`src/rtl/reg_dump_streamer.sv`:
```
// Streams a framed register dump (header, PC, NUM_REGS words) over a valid/ready byte port.
// Optional trailing XOR checksum byte when DUMP_CHKSUM_EN is defined.
module reg_dump_streamer #(
    parameter int          NUM_REGS = 32,
    parameter logic [7:0]  HDR_BYTE = 8'hA5
) (
    input  logic        clk,
    input  logic        rst,
    input  logic        start,
    input  logic [31:0] pc_in,
    output logic [4:0]  reg_sel,
    input  logic [31:0] reg_data,
    output logic [7:0]  out_data,
    output logic        out_valid,
    input  logic        out_ready,
    output logic        out_last,
    output logic        busy
);

    typedef enum logic [2:0] {
        S_IDLE, S_HDR, S_PC, S_SEL, S_CAP, S_BYTES, S_DONE, S_CHK
    } state_t;

    localparam logic [4:0] LAST_IDX = 5'(NUM_REGS - 1);

    state_t      state_q;
    logic [31:0] pc_q;
    logic [31:0] word_q;
    logic [1:0]  byte_cnt_q;
    logic [4:0]  idx_q;
    logic [7:0]  out_data_q;
    logic        out_valid_q;
    logic        out_last_q;
    logic        busy_q;
`ifdef DUMP_CHKSUM_EN
    logic [7:0]  chk_q;
`endif

    logic        xfer;
    logic [1:0]  byte_cnt_d;
    logic        last_reg;

    function automatic logic [7:0] byte_of(input logic [31:0] w, input logic [1:0] i);
        return w[{i, 3'b000} +: 8];
    endfunction

    always_comb begin
        xfer       = out_valid_q && out_ready;
        byte_cnt_d = byte_cnt_q + 2'd1;
        last_reg   = (idx_q == LAST_IDX);
    end

    // NOTE: sequential state uses non-blocking assignments only; reset is synchronous, so it sits inside the clocked branch.
    always_ff @(posedge clk) begin
        if (rst) begin
            state_q     <= S_IDLE;
            pc_q        <= '0;
            word_q      <= '0;
            byte_cnt_q  <= '0;
            idx_q       <= '0;
            out_data_q  <= '0;
            out_valid_q <= 1'b0;
            out_last_q  <= 1'b0;
            busy_q      <= 1'b0;
`ifdef DUMP_CHKSUM_EN
            chk_q       <= '0;
`endif
        end else begin
            case (state_q)
                S_IDLE: begin
                    if (start) begin
                        state_q     <= S_HDR;
                        pc_q        <= pc_in;
                        out_data_q  <= HDR_BYTE;
                        out_valid_q <= 1'b1;
                        busy_q      <= 1'b1;
                        byte_cnt_q  <= '0;
`ifdef DUMP_CHKSUM_EN
                        chk_q       <= '0;
`endif
                    end
                end
                S_HDR: begin
                    if (xfer) begin
                        state_q    <= S_PC;
                        byte_cnt_q <= '0;
                        out_data_q <= byte_of(pc_q, 2'd0);
                    end
                end
                S_PC: begin
                    if (xfer) begin
`ifdef DUMP_CHKSUM_EN
                        chk_q <= chk_q ^ out_data_q;
`endif
                        if (byte_cnt_q == 2'd3) begin
                            state_q     <= S_SEL;
                            out_valid_q <= 1'b0;
                            idx_q       <= '0;
                        end else begin
                            byte_cnt_q <= byte_cnt_d;
                            out_data_q <= byte_of(pc_q, byte_cnt_d);
                        end
                    end
                end
                S_SEL: begin
                    state_q <= S_CAP;
                end
                S_CAP: begin
                    // Register is read here, not at start, so live updates show up in the dump.
                    state_q     <= S_BYTES;
                    word_q      <= reg_data;
                    out_data_q  <= byte_of(reg_data, 2'd0);
                    out_valid_q <= 1'b1;
                    byte_cnt_q  <= '0;
                end
                S_BYTES: begin
                    if (xfer) begin
`ifdef DUMP_CHKSUM_EN
                        chk_q <= chk_q ^ out_data_q;
`endif
                        if (byte_cnt_q == 2'd3) begin
                            if (!last_reg) begin
                                state_q     <= S_SEL;
                                out_valid_q <= 1'b0;
                                idx_q       <= idx_q + 5'd1;
                            end else begin
`ifdef DUMP_CHKSUM_EN
                                state_q    <= S_CHK;
                                out_data_q <= chk_q ^ out_data_q;
                                out_last_q <= 1'b1;
`else
                                state_q     <= S_DONE;
                                out_valid_q <= 1'b0;
                                out_last_q  <= 1'b0;
`endif
                            end
                        end else begin
                            byte_cnt_q <= byte_cnt_d;
                            out_data_q <= byte_of(word_q, byte_cnt_d);
`ifndef DUMP_CHKSUM_EN
                            out_last_q <= last_reg && (byte_cnt_d == 2'd3);
`endif
                        end
                    end
                end
                S_CHK: begin
                    if (xfer) begin
                        state_q     <= S_DONE;
                        out_valid_q <= 1'b0;
                        out_last_q  <= 1'b0;
                    end
                end
                S_DONE: begin
                    state_q <= S_IDLE;
                    busy_q  <= 1'b0;
                end
                default: begin
                    state_q <= S_IDLE;
                end
            endcase
        end
    end

    assign reg_sel   = idx_q;
    assign out_data  = out_data_q;
    assign out_valid = out_valid_q;
    assign out_last  = out_last_q;
    assign busy      = busy_q;

endmodule

```
`config.mk`:
```
export PLATFORM = sky130hd
export DESIGN_NAME = reg_dump_streamer
export DESIGN_NICKNAME = d
export VERILOG_FILES = /design/src/rtl/reg_dump_streamer.sv
export SDC_FILE = /design/constraint.sdc
export NUM_CORES = 1
export LEC_CHECK = 0
export CORE_ASPECT_RATIO = 1.5
export CORE_MARGIN = 2
export CORE_UTILIZATION = 30
export DETAILED_ROUTE_END_ITERATION = 12
export PLACE_DENSITY_LB_ADDON = 0.05
export SLEW_MARGIN = 10
export SYNTH_ARGS = -nofsm -noshare
export SYNTH_HDL_FRONTEND = slang
export SYNTH_SLANG_ARGS = --single-unit
```
`constraint.sdc`:
```
create_clock -name clk -period 2.06 [get_ports clk]
set_clock_uncertainty 0.1 [all_clocks]
set_input_delay 0.206 -clock clk [delete_from_list [all_inputs] [get_ports clk]]
set_output_delay 0.206 -clock clk [all_outputs]
set_load 0.01 [all_outputs]
```
==> Word-level counts from Yosys, hierarchy flattened <==
Cells that the tools add are included.
{ "classes": {"eq_ne": 24, "add_sub_neg": 2, "n_shift": 2, "reduce_logical": 18, "n_mux": 37} }
{ "ops": {"columns": ["cell", "n"], "rows": [
  ["$shiftx 32x6->8", 2],
  ["$mux 8", 6],
  ["$pmux 8 s5", 1],
  ["$mux 5", 5],
  ["$mux 3", 8],
  ["$pmux 3 s8", 1],
  ["$ne 2x2->1 const B", 11],
  ["$reduce_and 7->1", 2],
  ["$eq 3x3->1 const B", 4],
  ["$pmux 5 s2", 1],
  ["$reduce_and 5->1", 2],
  ["$mux 2", 4],
  ["$pmux 2 s4", 1],
  ["$reduce_bool 4->1", 2],
  ["$mux 1", 7],
  ["$eq 3x2->1 const B", 2],
  ["$reduce_and 6->1", 1],
  ["$reduce_bool 2->1", 3],
  ["$add 5x1->5 const B", 1],
  ["$eq 5x5->1 const B", 1],
  ["$reduce_bool 5->1", 1],
  ["$eq 2x2->1 const B", 2],
  ["$ne 2x1->1 const B", 2],
  ["$pmux 1 s2", 2],
  ["9 further kinds", 11]
]} }
{ "totals": {"wordCells": 92, "out_inout_bits": 16, "reg_bits": 85, "inputBits": 68} }

==> Longest topological paths before layout <==
Gate-level depths: netlist of run 1.
{ "depth": {"ltp_word": 6, "depth_mapped": 9, "mapped_depth_nobuf": 8} }

==> Worst setup path after synthesis of run 1 <==
No wires, ideal clock.
{ "synth_timing": {"path_kind": "flip-flop to flip-flop", "start": "reg idx_q[0], in the netlist reg_sel[0]", "end": "reg idx_q[3], in the netlist reg_sel[3]", "stages_incl_launch_ff": 8, "setup_time_ns": 0.070, "n_path_buf": 0, "required_time_ns": 1.890, "setup_slack_ns": -0.215, "arrival_ns": 2.104, "synth_period_minus_slack_ns": 2.275, "cell_sequence": "dfxtp_1 ha_1 and3_1 ha_1 nand4bb_1 a211o_1 or4_1 a21oi_1"} }
{ "synth_via": {"elab_chain_len": 5, "word_cells_on_any_way": 8, "cone_classes": "add/sub: 1; eq/ne: 2; mux: 4; reduce/logical: 1"} }
{ "synth_rtl": {"columns": ["item", "line_no", "rtl"], "rows": [
  ["from (decl)", "30", "logic [4:0] idx_q;"],
  ["from (signal assigned)", "125", "idx_q <= idx_q + 5'd1;"],
  ["$add 5x1->5", "125", null],
  ["$mux 5", "122", "if (!last_reg) begin"],
  ["$mux 5", "121", "if (byte_cnt_q == 2'd3) begin"],
  ["$mux 5", "117", "if (xfer) begin"],
  ["$pmux 5 s2", "69", "case (state_q)"]
]} }
Parallel ways exist; a longest one is shown, timed or not. The select of a mux whose other input is x is not followed.
A chain may end at the register's enable or synchronous reset.

==> Final worst setup path of run 1 <==
{ "layout_timing": {"start": "reg idx_q[0], in the netlist reg_sel[0]", "end": "reg idx_q[2], in the netlist reg_sel[2]"} }
Same word-level chain as after synthesis.

==> flow_metrics.py, run 1 <==
metrics = {
    "run_status": {
        "status": "finished with violations",
        "violations": "negative setup slack",
    },
    "critical_path": {
        "end_kind": "flop",
        "required_ns": 2.23,
        "slowest_delay_ns": 0.42,
        "r2r_start": "reg_sel[0]",
        "critical_path.slowest_cell": "or4_1",
        "critPathTopFamily": "simple AND/OR/NAND/NOR gates",
        "r2r_slack_ns": -0.02,
        "r2r_cells": 7,
        "crit_arrival_ns": 2.26,
        "path_buf_inv": 0,
        "cp-start-kind": "flop",
        "crit_path_frequent_cell": "ha_4",
        "path_cells": "ha_4, and3_4, ha_4, nand4bb_1, a211o_1, or4_1, a21oi_1",
        "worstPathMaxFanout": 7,
        "criticalPathCategory": "flop to flop",
        "reg2reg_to": "reg_sel[2]",
    },
    "global_routing": {
        "grt_overflow_total": 0,
        "track_usage_pct": 17.16,
        "grt_max_degree": 66,
        "grt_antenna_before_repair": 0,
        "grt_pass1_wl_microns": 18750,
        "grt_pass1_vias": 3657,
    },
    "yosys": {
        "synth_edf_count": 0,
        "synth_top_area_cell": "dfxtp_1",
        "async_reset_ff_share_pct": 0,
        "ys_ff_latch": 85,
        "synth_cells": 472,
        "ys_types": 43,
        "ys_seq_area_share_pct": 43.69,
        "yosysWarnings": 0,
        "syn_area_per_cell_sq_um": 8.252,
        "synth_area_leaders": "dfxtp_1 44%, nand2_1 13%, a21oi_1 11%",
        "synth_nets": 544,
        "synth_flop_cell": "dfxtp_1",
        "synth_area_sq_um": 3895,
        "yosysTopAreaCellShare_pct": 43.69,
    },
    "final_layout": {
        "drive_gt1_share_pct": 13.25,
        "final_nets": 633,
        "multi_input_area_sq_um": 2063,
        "n_antenna_cell": 0,
        "fin_util_pct": 42.60,
        "seq_area_sq_um": 1707,
        "final.fill_count": 1318,
        "area_delta_synth_final_pct": 40.28,
        "final_area_sq_um": 5464,
    },
    "timing": {
        "slew_viol_final": 0,
        "finalSetupViolCount": 2,
        "rsz0062_at_grt": "yes",
        "worst_pin_slew_ns": 0.4320,
        "fmax_ghz": 0.4797,
        "hold-worst-slack_ns": 0.1830,
        "period_minus_slack_ns": 2.085,
        "slew-limit-headroom_pct": 71.20,
        "finalCritPeriodShare_pct": 101.2,
        "setup_slack_ns": -0.02460,
        "hold_viol": 0,
    },
    "placed_design": {
        "dp_slack_ns": -0.06027,
        "hpwl_microns": 8340,
        "gp_congestion": 0.7801,
        "numPortBuffers": 83,
        "postPlaceCellArea_sq_um": 5144,
    },
    "die": {
        "die-area_sq_um": 13930,
        "row_count": 51,
        "die_width_microns": 97.04,
        "initial_utilization_pct": 30.37,
        "core_area_sq_um": 12830,
        "die_h_microns": 143.6,
        "top_level_ports": 84,
    },
    "clock_tree": {
        "cts_root_buf": "clkbuf_16",
        "ctsLongestPathBuffers": 2,
        "cts.clk_slew.worst_paths_ns": 0.06,
        "clk-insertion-delay-late_ns": 0.34,
        "numCtsBuffers": 9,
        "clkSinkCount": 85,
        "h-tree-depth": 3,
        "cts_tree": "done",
        "ctsHoldBuffers": 0,
    },
    "routing": {
        "wirelength_microns": 11790,
        "dr.pass1.iters": 4,
        "postRouteAntennaNets": 0,
        "routed_via_density": 4.954,
        "vias": 3592,
        "routedWlPerCell_microns": 16.26,
        "drc_errors": 0,
        "drt_iter0_markers": 200,
    },
    "power": {
        "p_sw_mw": 0.9381,
        "p_leak_nw": 1.890,
        "p_sw_share_pct": 24.03,
        "clkPwrFrac_pct": 41.5,
        "p_int_mw": 2.966,
        "powerDensity_nw_per_um2": 714.5,
        "combPwrFrac_pct": 13.6,
        "worst_ir_drop_vdd_mv": 0.4479,
        "seq_power_share_pct": 44.9,
    },
    "min_path": {
        "worstHoldPathCells": 2,
        "whs_endpoint": "busy",
        "holdCritPathClass": "input pin to flop",
        "hold_path_startpoint": "rst",
    },
    "run": {
        "maxCapViolCount": 0,
    },
}
## power by group through the flow
stage | combinational [mW] | clock [mW] | sequential [mW]
2_1_floorplan | 0.250 | 0 | 1.78
3_3_place_gp | 0.534 | 0 | 1.79
3_5_place_dp | 0.534 | 0 | 1.79
4_1_cts | 0.537 | 1.66 | 1.75
5_1_grt | 0.582 | 1.72 | 1.76
6_report | 0.530 | 1.62 | 1.75
## through the flow
stage	setup TNS, ns	instances	power [mW]
global placement	-0.4367	709	2.324
floorplan	0	472	2.030
finish	-0.04469	725	3.904
detailed placement	-0.3941	709	2.326
CTS	-0.05575	725	3.953
global route	-0.3059	725	4.064
## routing by layer
| layer | routed length, microns | share of wire [%] | GRT usage [%] |
|---|---|---|---|
| met1 | 5127 | 43 | 20.40 |
| met2 | 5969 | 51 | 30.67 |
| met3 | 385 | 3.3 | 2.870 |
| met4 | 305 | 2.6 | 7.042 |
| met5 | 0 | 0 | 0 |
## synth_stat cells, types with 2 or more instances
master / count
ha_1: 4
a21oi_1: 86
nor3_1: 4
o21ai_0: 5
or3_1: 2
nand2_1: 137
nor2_1: 17
a211oi_1: 5
mux2i_1: 2
buf_2: 5
o21a_1: 7
o2bb2ai_1: 4
nand4_1: 2
nand3b_1: 3
o21bai_1: 3
inv_1: 7
a22oi_1: 8
or4_1: 2
a221oi_1: 4
buf_6: 2
nand2b_1: 6
mux4_2: 15
clkbuf_1: 29
nor2b_1: 9
dfxtp_1: 85
a211o_1: 2
## area by class of cell
cell class / count / share of cell area, %
Multi-Input combinational cell: 343 / 37.76
Sequential cell: 85 / 31.23
Timing Repair Buffer: 114 / 21.43
Clock buffer: 12 / 4.511
Tap cell: 159 / 3.641
Clock inverter: 4 / 0.8702
Inverter: 8 / 0.5496
## kinds of logic (layout without fill, tap and decap cells)
family / Yosys count / in the layout / share of synthesized area, %
flops: 85 / 85 / 43.69
simple gates: 188 / 188 / 20.56
buf+inv: 44 / 138 / 4.786
compound gates: 134 / 134 / 20.50
fa+ha+maj: 4 / 4 / 1.285
mux: 17 / 17 / 9.187
## worst max-delay path by stage
stage	slack, ns	cells past startpoint	from	endpoint
finish	-0.02	7	reg_sel[0]	reg_sel[2]
global placement	-0.07	7	out_ready	byte_cnt_q[0]
detailed placement	-0.06	7	out_ready	out_data[3]
global route	-0.1	7	reg_sel[0]	reg_sel[3]
CTS	-0.03	7	reg_sel[0]	reg_sel[3]
floorplan	0.005	7	reg_sel[0]	reg_sel[2]
## sequential cells by signal, indices dropped and copies added, names as in the netlist
name and flops:
busy 1, byte_cnt_q 2, out_data 8, out_last 1
out_valid 1, pc_q 32, reg_sel 5, state_q 3
word_q 32
## layout by cell type, fill, tap and decap left out, types with 2 or more instances in the layout
| cell type | netlist | final |
|---|---|---|
| a221oi_1 | 4 | 4 |
| a21oi_2 | 0 | 2 |
| mux2i_1 | 2 | 2 |
| dfxtp_1 | 85 | 83 |
| nand3b_1 | 3 | 3 |
| buf_4 | 0 | 22 |
| nor3_1 | 4 | 3 |
| nand2b_1 | 6 | 6 |
| o21a_1 | 7 | 7 |
| ha_4 | 0 | 2 |
| o21bai_1 | 3 | 3 |
| o2bb2ai_1 | 4 | 4 |
| or3_1 | 2 | 2 |
| nand4_1 | 2 | 2 |
| nor2b_1 | 9 | 9 |
| a22oi_1 | 8 | 8 |
| or4_1 | 2 | 2 |
| buf_12 | 0 | 9 |
| a211o_1 | 2 | 2 |
| o21ai_0 | 5 | 5 |
| inv_1 | 7 | 7 |
| nor2_2 | 0 | 2 |
| clkbuf_16 | 0 | 9 |
| mux4_2 | 15 | 15 |
| a211oi_1 | 5 | 5 |
| clkbuf_1 | 29 | 2 |
| a21oi_1 | 86 | 84 |
| nand2_1 | 137 | 137 |
| clkinv_2 | 0 | 2 |
| clkdlybuf4s50_1 | 0 | 82 |
| nor2_1 | 17 | 15 |
## what timing repair did
item / in CTS / in global routing
resized for setup: 1 / 4
endpoints found under the setup margin: 4 / 14
buffers inserted: 0 / 0
Power figures use the tool's default switching activity.
==> run 2: changes to the inputs <==
- CAP_MARGIN: unset -> 10
- SKIP_LAST_GASP: unset -> 1
==> run 2 against run 1 <==
Effect of this change:
- the run still ends with negative setup slack left
- flip-flop and latch count is the same
- clock power is essentially flat
- non-clock buffer count is the same
- first-iteration DRC count shrank 3.5%
- wire length shrank 0.13%
- fmax shrank 0.80%
- utilization grew 0.11 points
- via count grew 0.33%
- clock-buffer cell count is the same
- combinational power is essentially flat
- sequential share of layout area shrank 0.078 points
- largest cell class unchanged
- highest routed layer unchanged
==> flow_metrics.py, run 2 (same netlist as run 1, synthesis figures left out) <==
metrics = {
    "critical_path": {
        "required_ns": 2.23,
        "cp-start-kind": "flop",
        "r2r_slack_ns": -0.04,
        "crit_arrival_ns": 2.27,
        "criticalPathCategory": "flop to flop",
        "worstPathMaxFanout": 7,
        "end_kind": "flop",
        "r2r_start": "reg_sel[0]",
        "r2r_cells": 7,
        "reg2reg_to": "reg_sel[2]",
    },
    "final_layout": {
        "final_nets": 633,
        "drive_gt1_share_pct": 13.60,
        "n_antenna_cell": 0,
        "most-common-layout-cells": "137 x nand2_1, 84 x a21oi_1, 83 x dfxtp_1",
        "fin_cells": 725,
        "final_area_sq_um": 5478,
        "final_common_cell": "nand2_1",
        "final.fill_count": 1312,
        "area_delta_synth_final_pct": 40.64,
        "fin_util_pct": 42.71,
    },
    "clock_tree": {
        "clkSinkCount": 85,
        "cts_root_buf": "clkbuf_16",
        "cts.clk_slew.worst_paths_ns": 0.06,
        "ctsLongestPathBuffers": 2,
        "post_cts_buffers": 0,
        "h-tree-depth": 3,
        "clk-insertion-delay-late_ns": 0.34,
        "numCtsBuffers": 9,
        "ctsHoldBuffers": 0,
        "cts_tree": "done",
    },
    "die": {
        "core_area_sq_um": 12830,
        "die_h_microns": 143.6,
        "row_count": 51,
        "initial_utilization_pct": 30.37,
        "die-area_sq_um": 13930,
        "die_width_microns": 97.04,
        "top_level_ports": 84,
    },
    "placed_design": {
        "numPortBuffers": 83,
        "hpwl_microns": 8340,
        "postPlaceCellArea_sq_um": 5144,
        "gp_congestion": 0.7801,
        "dp_cells": 709,
    },
    "routing": {
        "drt_iter0_markers": 193,
        "drc_errors": 0,
        "dr.pass1.iters": 4,
        "vias": 3604,
        "routed_via_density": 4.971,
        "wirelength_microns": 11770,
        "postRouteAntennaNets": 0,
        "routedWlPerCell_microns": 16.24,
    },
    "timing": {
        "slew-limit-headroom_pct": 71.13,
        "fmax_ghz": 0.4759,
        "setup_slack_ns": -0.04139,
        "finalSetupViolCount": 2,
        "period_minus_slack_ns": 2.101,
        "finalCritPeriodShare_pct": 102.0,
        "hold-worst-slack_ns": 0.1830,
        "setup_tns_ns": -0.07977,
        "rsz0062_at_grt": "yes",
        "slew_viol_final": 0,
        "worst_pin_slew_ns": 0.4331,
        "hold_viol": 0,
    },
    "run": {
        "maxCapViolCount": 0,
    },
    "power": {
        "powerDensity_nw_per_um2": 712.7,
        "p_leak_nw": 1.892,
        "worst_ir_drop_vdd_mv": 0.4478,
    },
    "global_routing": {
        "grt_pass1_wl_microns": 18770,
        "grt_pass1_vias": 3655,
        "track_usage_pct": 17.18,
        "grt_antenna_before_repair": 0,
        "grt_max_degree": 66,
        "grt_overflow_total": 0,
    },
    "min_path": {
        "whs_endpoint": "busy",
        "worstHoldPathCells": 2,
        "holdCritPathClass": "input pin to flop",
        "hold_path_startpoint": "rst",
    },
    "run_status": {
        "status": "finished with violations",
        "violations": "negative setup slack",
    },
}
==> run 2: power breakdown <==
group	switching [mW]	internal, mW	leakage, nW
registers	0.0458	1.71	0.693
logic	0.242	0.288	1.06
clock network	0.650	0.969	0.143
==> run 2: worst max-delay path by stage <==
stage / startpoint / end / cells after the start
2_1_floorplan: reg_sel[0] / reg_sel[2] / 7
3_3_place_gp: out_ready / byte_cnt_q[0] / 7
3_5_place_dp: out_ready / out_data[3] / 7
4_1_cts: reg_sel[0] / reg_sel[3] / 7
5_1_grt: reg_sel[0] / reg_sel[2] / 7
6_report: reg_sel[0] / reg_sel[2] / 7
==> run 2: critical path, cell delays in order (launching register included) <==
cell       delay [ns]
dfxtp_4          0.35
ha_4             0.16
and3_4           0.18
ha_4             0.15
nand4bb_1        0.19
a211o_4          0.38
or4_1            0.40
a21oi_1          0.13
==> run 2: metrics by stage <==
stage	power, mW	worst slack (ns)
final	3.904	-0.04139
after global routing	4.063	-0.1253
after CTS	3.953	-0.03751
after detailed placement	2.326	-0.06027
after global placement	2.324	-0.07441
after floorplan	2.030	0.004993
==> run 2: timing repair <==
action	4_1_cts	5_1_grt
endpoints found under the hold margin	0	0
pin swaps	0	5
cloned	0	0
resized for setup	0	7
setup endpoints to repair	4	15
==> run 2: area by class of cell <==
class                           count  area (sq um)  share of cell area [%]
Multi-Input combinational cell    343          2077                   37.92
Sequential cell                    85          1707                   31.16
Timing Repair Buffer              114          1171                   21.38
Clock buffer                       12         246.5                   4.500
Tap cell                          159         198.9                   3.632
Clock inverter                      4         47.55                  0.8680
Inverter                            8         30.03                  0.5482
==> run 2: metal layers <==
metal,vias to the layer above,track usage (%),routed length [microns]
met1,1680,20.47,5122
met2,84,30.67,5966
met3,21,2.870,375
met5,-,0,0
met4,0,7.042,307
li1,1819,-,-
